<file path="src/rtl/uart_tx_periph.sv">
`default_nettype none
// ============================================================================
//  Module      : uart_tx_periph
//  Description : Memory-mapped 8N1 UART transmitter with a small TX FIFO,
//                programmable baud divisor and pollable status register.
//  Revision    : 1.0 - initial release
// ============================================================================
module uart_tx_periph #(
  parameter int FIFO_DEPTH   = 4,
  parameter int BAUD_DIV_RST = 867
) (
  input  logic        clk,
  input  logic        reset,
  input  logic        sel,
  input  logic        we,
  input  logic [3:0]  addr,
  input  logic [31:0] wData,
  output logic [31:0] rData,
  output logic        tx
);

  localparam int            PW      = $clog2(FIFO_DEPTH);
  localparam int            CW      = PW + 1;
  localparam logic [CW-1:0] DEPTH_C = CW'(FIFO_DEPTH);

  localparam logic [1:0] REG_TXDATA  = 2'd0;
  localparam logic [1:0] REG_STATUS  = 2'd1;
  localparam logic [1:0] REG_BAUDDIV = 2'd2;

  typedef enum logic [1:0] {
    S_IDLE  = 2'd0,
    S_START = 2'd1,
    S_DATA  = 2'd2,
    S_STOP  = 2'd3
  } state_t;

  state_t        state_q;
  logic [7:0]    fifo_mem_q [FIFO_DEPTH];
  logic [PW-1:0] wr_ptr_q;
  logic [PW-1:0] rd_ptr_q;
  logic [CW-1:0] count_q;
  logic [CW-1:0] count_d;
  logic          ovf_q;
  logic [15:0]   baud_div_q;
  logic [15:0]   baud_cnt_q;
  logic [7:0]    shift_q;
  logic [2:0]    idx_q;
  logic          tx_q;

  logic wr_en;
  logic push_req;
  logic push;
  logic pop;
  logic full;
  logic empty;
  logic busy;
  logic tick;
  logic status_wr;
  logic baud_wr;
  logic unused_bits;

  assign wr_en     = sel & we;
  assign push_req  = wr_en & (addr[3:2] == REG_TXDATA);
  assign status_wr = wr_en & (addr[3:2] == REG_STATUS);
  assign baud_wr   = wr_en & (addr[3:2] == REG_BAUDDIV);
  assign full      = (count_q == DEPTH_C);
  assign empty     = (count_q == '0);
  // A push while full is dropped regardless of a same-cycle pop.
  assign push      = push_req & ~full;
  assign pop       = (state_q == S_IDLE) & ~empty;
  assign busy      = (state_q != S_IDLE);
  // >= compare so a smaller divisor written mid-bit cannot strand the counter.
  assign tick      = busy & (baud_cnt_q >= baud_div_q);
  assign tx        = tx_q;

  // Byte-offset low bits and upper write-data bits carry no meaning here.
  assign unused_bits = ^{addr[1:0], wData[31:16]};

  // FIFO occupancy next-state from push/pop.
  always_comb begin
    count_d = count_q;
    case ({push, pop})
      2'b10:   count_d = count_q + CW'(1);
      2'b01:   count_d = count_q - CW'(1);
      default: count_d = count_q;
    endcase
  end

  // FIFO storage; contents are meaningless once the pointers reset.
  always_ff @(posedge clk) begin
    if (reset && push) begin
      fifo_mem_q[wr_ptr_q] <= wData[7:0];
    end
  end

  // FIFO pointers, occupancy, sticky overflow and baud divisor register.
  always_ff @(posedge clk) begin
    if (!reset) begin
      wr_ptr_q   <= '0;
      rd_ptr_q   <= '0;
      count_q    <= '0;
      ovf_q      <= 1'b0;
      baud_div_q <= 16'(BAUD_DIV_RST);
    end else begin
      if (push) begin
        wr_ptr_q <= wr_ptr_q + PW'(1);
      end
      if (pop) begin
        rd_ptr_q <= rd_ptr_q + PW'(1);
      end
      count_q <= count_d;
      if (push_req && full) begin
        ovf_q <= 1'b1;
      end else if (status_wr && wData[3]) begin
        ovf_q <= 1'b0;
      end
      if (baud_wr) begin
        baud_div_q <= wData[15:0];
      end
    end
  end

  // Serialiser FSM with baud counter; tx is registered from the current state.
  always_ff @(posedge clk) begin
    if (!reset) begin
      state_q    <= S_IDLE;
      shift_q    <= '0;
      idx_q      <= '0;
      baud_cnt_q <= '0;
      tx_q       <= 1'b1;
    end else begin
      if (!busy || tick) begin
        baud_cnt_q <= '0;
      end else begin
        baud_cnt_q <= baud_cnt_q + 16'd1;
      end
      case (state_q)
        S_IDLE: begin
          tx_q <= 1'b1;
          if (!empty) begin
            shift_q <= fifo_mem_q[rd_ptr_q];
            idx_q   <= '0;
            state_q <= S_START;
          end
        end
        S_START: begin
          tx_q <= 1'b0;
          if (tick) begin
            state_q <= S_DATA;
          end
        end
        S_DATA: begin
          tx_q <= shift_q[0];
          if (tick) begin
            shift_q <= {1'b0, shift_q[7:1]};
            idx_q   <= idx_q + 3'd1;
            if (idx_q == 3'd7) begin
              state_q <= S_STOP;
            end
          end
        end
        S_STOP: begin
          tx_q <= 1'b1;
          if (tick) begin
            state_q <= S_IDLE;
          end
        end
        default: begin
          tx_q    <= 1'b1;
          state_q <= S_IDLE;
        end
      endcase
    end
  end

  // RAM-like combinational read mux; deselected reads return zero.
  always_comb begin
    rData = '0;
    if (sel) begin
      case (addr[3:2])
        REG_STATUS:  rData = {23'd0, 5'(count_q), ovf_q, busy, empty, full};
        REG_BAUDDIV: rData = {16'd0, baud_div_q};
        default:     rData = '0;
      endcase
    end
  end

endmodule
`default_nettype wire

</file>
<file path="config.mk">
export PLATFORM = sky130hd
export DESIGN_NAME = uart_tx_periph
export DESIGN_NICKNAME = d
export VERILOG_FILES = /design/src/rtl/uart_tx_periph.sv
export SDC_FILE = /design/constraint.sdc
export NUM_CORES = 1
export LEC_CHECK = 0
export ABC_AREA = 1
export BUFFER_PORTS_ARGS = -buffer_cell sky130_fd_sc_hd__buf_2
export CAP_MARGIN = 20
export CORE_MARGIN = 5
export CORE_UTILIZATION = 35
export DETAILED_ROUTE_END_ITERATION = 12
export GPL_TIMING_DRIVEN = 0
export PLACE_DENSITY = 0.58
export SLEW_MARGIN = 20
export SYNTH_ARGS = -nofsm -noshare
export SYNTH_HDL_FRONTEND = slang
export SYNTH_SLANG_ARGS = --single-unit
</file>
<file path="constraint.sdc">
create_clock -name clk -period 5.1 [get_ports clk]
set_clock_uncertainty 0.05 [all_clocks]
set_input_delay 0.255 -clock clk [delete_from_list [all_inputs] [get_ports clk]]
set_output_delay 0.255 -clock clk [all_outputs]
set_load 0.01 [all_outputs]
</file>
---- Word-level counts from Yosys, hierarchy flattened ----
Memories as Yosys holds them, arrays and structs flattened. A register that Yosys moved wholly into a read port is not among the register bits.
Index checks and enable logic that the tools add are counted.
storage, ports and cells
  memory bits (read-only) ................. 0
  latch bits .............................. 0
  memory bits (writable) .................. 32
  output and inout port bits .............. 33
  logic and storage cells ................. 80
  memories kept ........................... 1
  flip-flop bits (word level) ............. 54
  input bits .............................. 40
memory list
  memory      depth  bits a word  rd ports  clocked after memory_dff  write ports  line  RTL
  fifo_mem_q  4      8            1         1                         1            38    logic [7:0] fifo_mem_q [FIFO_DEPTH];
cells by class
  shift-type cells ........................ 0
  reduce and logical (&&, ||, !) cells .... 16
  bitwise gates (word level) .............. 10
  div/mod/pow operators ................... 0
  equal/unequal tests ..................... 14
  $lt $le $gt $ge ......................... 1
  multiply operators ...................... 0
  $add $sub $neg .......................... 6
  muxes and demuxes ....................... 22
operator list
  cell                                                                   count
  16-bit one-hot mux with 2 select lines                                 1
  16-bit by 1-bit adder with 16-bit output, second input constant        1
  16-bit >= comparator                                                   1
  16-bit 2-to-1 mux                                                      1
  8-bit 2-to-1 mux                                                       2
  8-bit one-hot mux with 2 select lines                                  1
  2-bit 2-to-1 mux                                                       7
  3-bit one-hot mux with 2 select lines                                  2
  2-bit != test, second input constant                                   5
  2-bit equality test, second input constant                             4
  2-bit one-hot mux with 4 select lines                                  1
  2-bit nonzero test                                                     4
  1-bit AND                                                              7
  3-bit by 1-bit adder with 3-bit output, second input constant          2
  2-bit by 1-bit equality test with 1-bit output, second input constant  3
  3-bit equality test, second input constant                             2
  3-bit 2-to-1 mux                                                       2
  5-bit AND reduction                                                    1
  2-bit by 1-bit adder with 2-bit output, second input constant          2
  2-bit logical NOT                                                      2
  1-bit 2-to-1 mux                                                       4
  2-bit OR reduction                                                     2
  1-bit logical AND                                                      3
  3-bit logical NOT                                                      1
  6 further kinds                                                        8

---- Depth between registers and ports, before layout ----
  word-level depth ........................ 6
  mapped depth ............................ 16
  depth with buffers taken out ............ 16

---- Least setup slack after synthesis ----
Ideal clock, no wire load.
  path kind ............................... reg-to-reg
  from .................................... register state_q[0]
  to ...................................... register count_q[2]
  slack ................................... 3.114 ns
  clock period less this slack ............ 1.986 ns
  buffers on the path ..................... 0
  data required time ...................... 4.928 ns
  stages on the path, launching flop included .. 12
  arrival time ............................ 1.814 ns
  library setup time ...................... 0.122 ns
  cells stage by stage .................... dfxtp_1 > inv_1 > ha_1 > inv_1 > nor2_4 > ha_1 > inv_1 > fa_1 > a21oi_1 > o21ai_0 > o21ai_0 > a21oi_1
on the way
  cells in the longest elaborated chain, start to end .. 4
  elaborated cells on any way between the ends .. 6
  those cells by class .................... eq/ne: 2; mux: 1; bitwise: 1; reduce/logical: 2
RTL lines
  item                                                                                          line  RTL
  start, declared                                                                               37    state_t state_q;
  start signal, assigned                                                                        126   state_q <= S_IDLE;
  start signal, assigned                                                                        143   state_q <= S_START;
  start signal, assigned                                                                        149   state_q <= S_DATA;
  2-bit logical NOT (*)                                                                         70    assign pop = (state_q == S_IDLE) & ~empty;
  1-bit AND (*)                                                                                 70
  via pop                                                                                       53    logic pop;
  2-bit by 1-bit equality test with 1-bit output / 2-bit equality test (equally long branches)  82    case ({push, pop})
  3-bit one-hot mux with 2 select lines / 2-bit nonzero test (equally long branches)            -
  end signal, assigned                                                                          111   count_q <= count_d;
  end, declared                                                                                 41    logic [CW-1:0] count_q;
Mark *: on every way through the listed nets, which the timed path passes. The rest lies on a longest branch.
A chain may end at the register's enable or synchronous reset.

---- Final worst setup path ----
Ends and elaborated chain as after synthesis.

==> key figures <==
STA
  • Setup TNS Final: 0 ns
  • Max Slew Vio Count: 0
  • Worst Tran Pin Value: 0.7870 ns
  • Final setup margin: 2.862 ns
  • Max-slew headroom: 47.34%
  • Hold Fails Final Rpt: 0
  • Final Cycle Share: 43.88%
  • Hold WS: 0.07788 ns
  • Final Setup Violations: 0
  • Minimum clock period: about 2.2 ns
  • FMAX: approximately 450 MHz
  • RSZ-0062 raised after global routing: no

Setup path
  • CP max FO: 6
  • Worst R2R Path Depth: 11
  • Worst R2R Setup Slack: 2.86 ns
  • Reg-to-reg endpoint: count_q[2]
  • CP top delay family: adder cells
  • CP Capture Point: count_q[2]
  • Setup crit start kind: register
  • Critical path depth: 11
  • Worst r2r src: state_q[0]
  • CP max stage delay: roughly 0.37 ns
  • Slowest stage cell, crit path: fa_1
  • Critical Path RT: 5.28 ns
  • Top cell by count, worst path: inv_1
  • Critical Path Source: state_q[0]
  • Crit path capture type: register
  • Worst path cell trace: inv_1 -> ha_1 -> inv_1 -> nor2_4 -> ha_1 -> inv_1 -> fa_1 -> a21oi_1 -> o21ai_0 -> o21ai_0 -> a21oi_1
  • CP arrival: 2.42 ns
  • Worst path bufs/invs: 3
  • Crit path kind: reg2reg

Pwr
  • Static leakage: 2.310 nW
  • Sw Pwr: 0.7084 mW
  • Clock power share: between 30 and 40%
  • Pwr dens: 409.6 nW/µm²
  • Reg power frac: between 30% and 40%
  • VDD IR max: 158.8 µV
  • Pwr Total: 2.156 mW
  • Switching Fraction: 32.85%
  • Internal Dissipation: 1.448 mW
  • Combinational Power Share: 27.1%

Synth
  • Post-synthesis cell type count: 38
  • #FFs+latches synth: 88
  • Dominant synthesized flop cell: dfxtp_1
  • Synth Cell Area: between 4000 and 5000 µm²
  • Post-synthesis sequential area ratio: a little under half
  • Yosys warns: 0
  • Post-Syn Instances: 535
  • FFs w/ async S/R, synth: 0%
  • Avg Inst Size Synth: about 8.4 µm²
  • Post-synth EDFFs: 32

Clock network
  • Clock buffer count from CTS: 9
  • CTS Buffer Depth: 2
  • Reg clk slew, reported paths: 0.07 ns
  • # hold bufs at CTS: 0
  • CTS resizes: 0
  • Clk_lat worst skew: 0.34 ns
  • CTS tree: built
  • Clock sink count: 88
  • Root Driver: clkbuf_16
  • H-tree depth: 3
  • Post CTS Setup Buffer Count: 0

Floorplanning
  • Die height: 123.1 µm
  • Placeable Area: 12570 µm²
  • Die Wd: 123.1 µm
  • Initial Utilization: 35.65%
  • FP Rows: slightly above 40
  • Die area: 15160 µm²
  • IO Pins: 73

Global routing
  • GR peak layer: met2
  • Grt met2 use: 24.57%
  • Grt met3 use: 3.660%
  • Gr usage total: 14.34%
  • GR Util met1: ~18%
  • Initial antenna violation count: 0
  • Largest net degree at the start of global routing: 16
  • Number of global-route vias before repair: ~3500
  • First-pass GRT wire length: 16.93 mm
  • Grt total ovfl: 0

Drt
  • Final WL: 10.34 mm
  • DR WL/cell: around 13 µm
  • Drt drc: 0
  • Via density: roughly 4.7
  • 1st-pass router iterations: 4
  • Vias post-DR: 3647
  • Iteration-0 DRC Markers: between 150 and 200
  • ANT nets after route: 0

Placement
  • Pre-CTS setup slack: 2.782 ns
  • HPWL Detailed: 7.793 mm
  • Port buffer count: 38
  • Post-Place Cells: 760
  • Gpl congestion: between 0.7 and 0.8

Cells and area
  • Nets: 671
  • Diodes inserted: 0
  • Area growth from synthesis to layout: 17.48%
  • Share of layout cells above drive strength 1: 16.89%
  • Final Non-Filler Cells: just under 800

Hold path
  • Kind of path behind the tightest hold check: in2reg

Status
  • Status: finished clean

Job
  • Max-cap violations: 0
[registers in the layout, indices dropped and copies added (netlist names), named ones only]
signal and flops:
fifo_mem_q 32, baud_cnt_q 16, baud_div_q 16, shift_q 8, count_q 3, idx_q 3, rd_ptr_q 2, state_q 2
wr_ptr_q 2, ovf_q 1, tx 1
[layer usage]
metal | vias up | wire length, µm
met5 | - | 0
met2 | 60 | 5082
li1 | 1873 | -
met1 | 1701 | 4656
met4 | 0 | 177
met3 | 13 | 425
[kinds of logic after synthesis]
group	synth area share, %
AOI/OAI and AO/OA	13.32
xor gates and xnor gates	0.9776
adders and majority gates	9.104
buffers and inverters	10.58
DFF	46.47
other	0.08370
and+or+nand+nor	19.46
[power groups by stage]
stage          Combinational [mW]  Sequential, mW  Clock (mW)
2_1_floorplan               0.447           0.855           0
5_1_grt                     0.679           0.863       0.766
3_5_place_dp                0.588           0.869           0
6_report                    0.585           0.853       0.718
4_1_cts                     0.594           0.854       0.734
3_3_place_gp                0.567           0.867           0
[worst reg2reg max path, cell delays in order (launching register included)]
cell     delay [ns]
dfxtp_1        0.34
inv_1          0.09
ha_1           0.18
inv_1          0.17
nor2_4         0.22
ha_1           0.17
inv_1          0.06
fa_1           0.37
a21oi_1        0.14
o21ai_0        0.12
o21ai_0        0.16
a21oi_1        0.05
[cell usage in the layout, fill, tap and decap left out, types with 17 or more instances in the layout]
master	n
buf_2	48
dfxtp_1	56
edfxtp_1	32
nor3_1	17
nand2_1	79
inv_1	64
nor2_1	56
a21oi_1	55
ha_1	31
o21ai_0	46
[layout make-up]
| class | count | area (µm²) |
|---|---|---|
| fill | 1241 | 7305 |
| sequential | 88 | 2082 |
| multi-input combinational | 359 | 1981 |
| inverter | 70 | 262.8 |
| clock buffer | 10 | 229.0 |
| tap | 172 | 215.2 |
| buffer | 33 | 211.5 |
| timing repair buffer | 38 | 190.2 |
| clock inverter | 6 | 92.59 |
[synth_stat cells, drive strengths merged, types with 3 or more instances]
master  instances  share of area [%]
nor3           18                2.1
xor2            3               0.59
a21oi          56                6.3
edfxtp         32                 21
nand3          18                2.4
nand2          84                7.3
o21ai          46                5.1
buf            28                4.3
nor2           60                5.4
dfxtp          56                 25
nand4           5               0.98
clkbuf          5               0.42
ha             31                8.7
o22ai           8                1.1
inv            69                5.8
[worst min path at each step]
stage | start | slack, ns | cells past startpoint | to
3_5_place_dp | rd_ptr_q[1] | 0.41 | 2 | register
6_report | wData[8] | 0.08 | 3 | baud_div_q[8]
2_1_floorplan | wData[0] | 0.30 | 0 | fifo_mem_q[0][0]
3_3_place_gp | rd_ptr_q[1] | 0.40 | 2 | register
4_1_cts | wData[8] | 0.07 | 3 | baud_div_q[8]
5_1_grt | wData[8] | 0.1 | 3 | baud_div_q[8]
[metrics by stage]
stage	instance area, µm²	util, %
final	5264	41.88
after global routing	5264	41.88
after CTS	5264	41.88
after detailed placement	4942	39.32
after global placement	4942	39.32
after floorplan	4537	-
No activity file was read; power rests on OpenSTA's default activity.
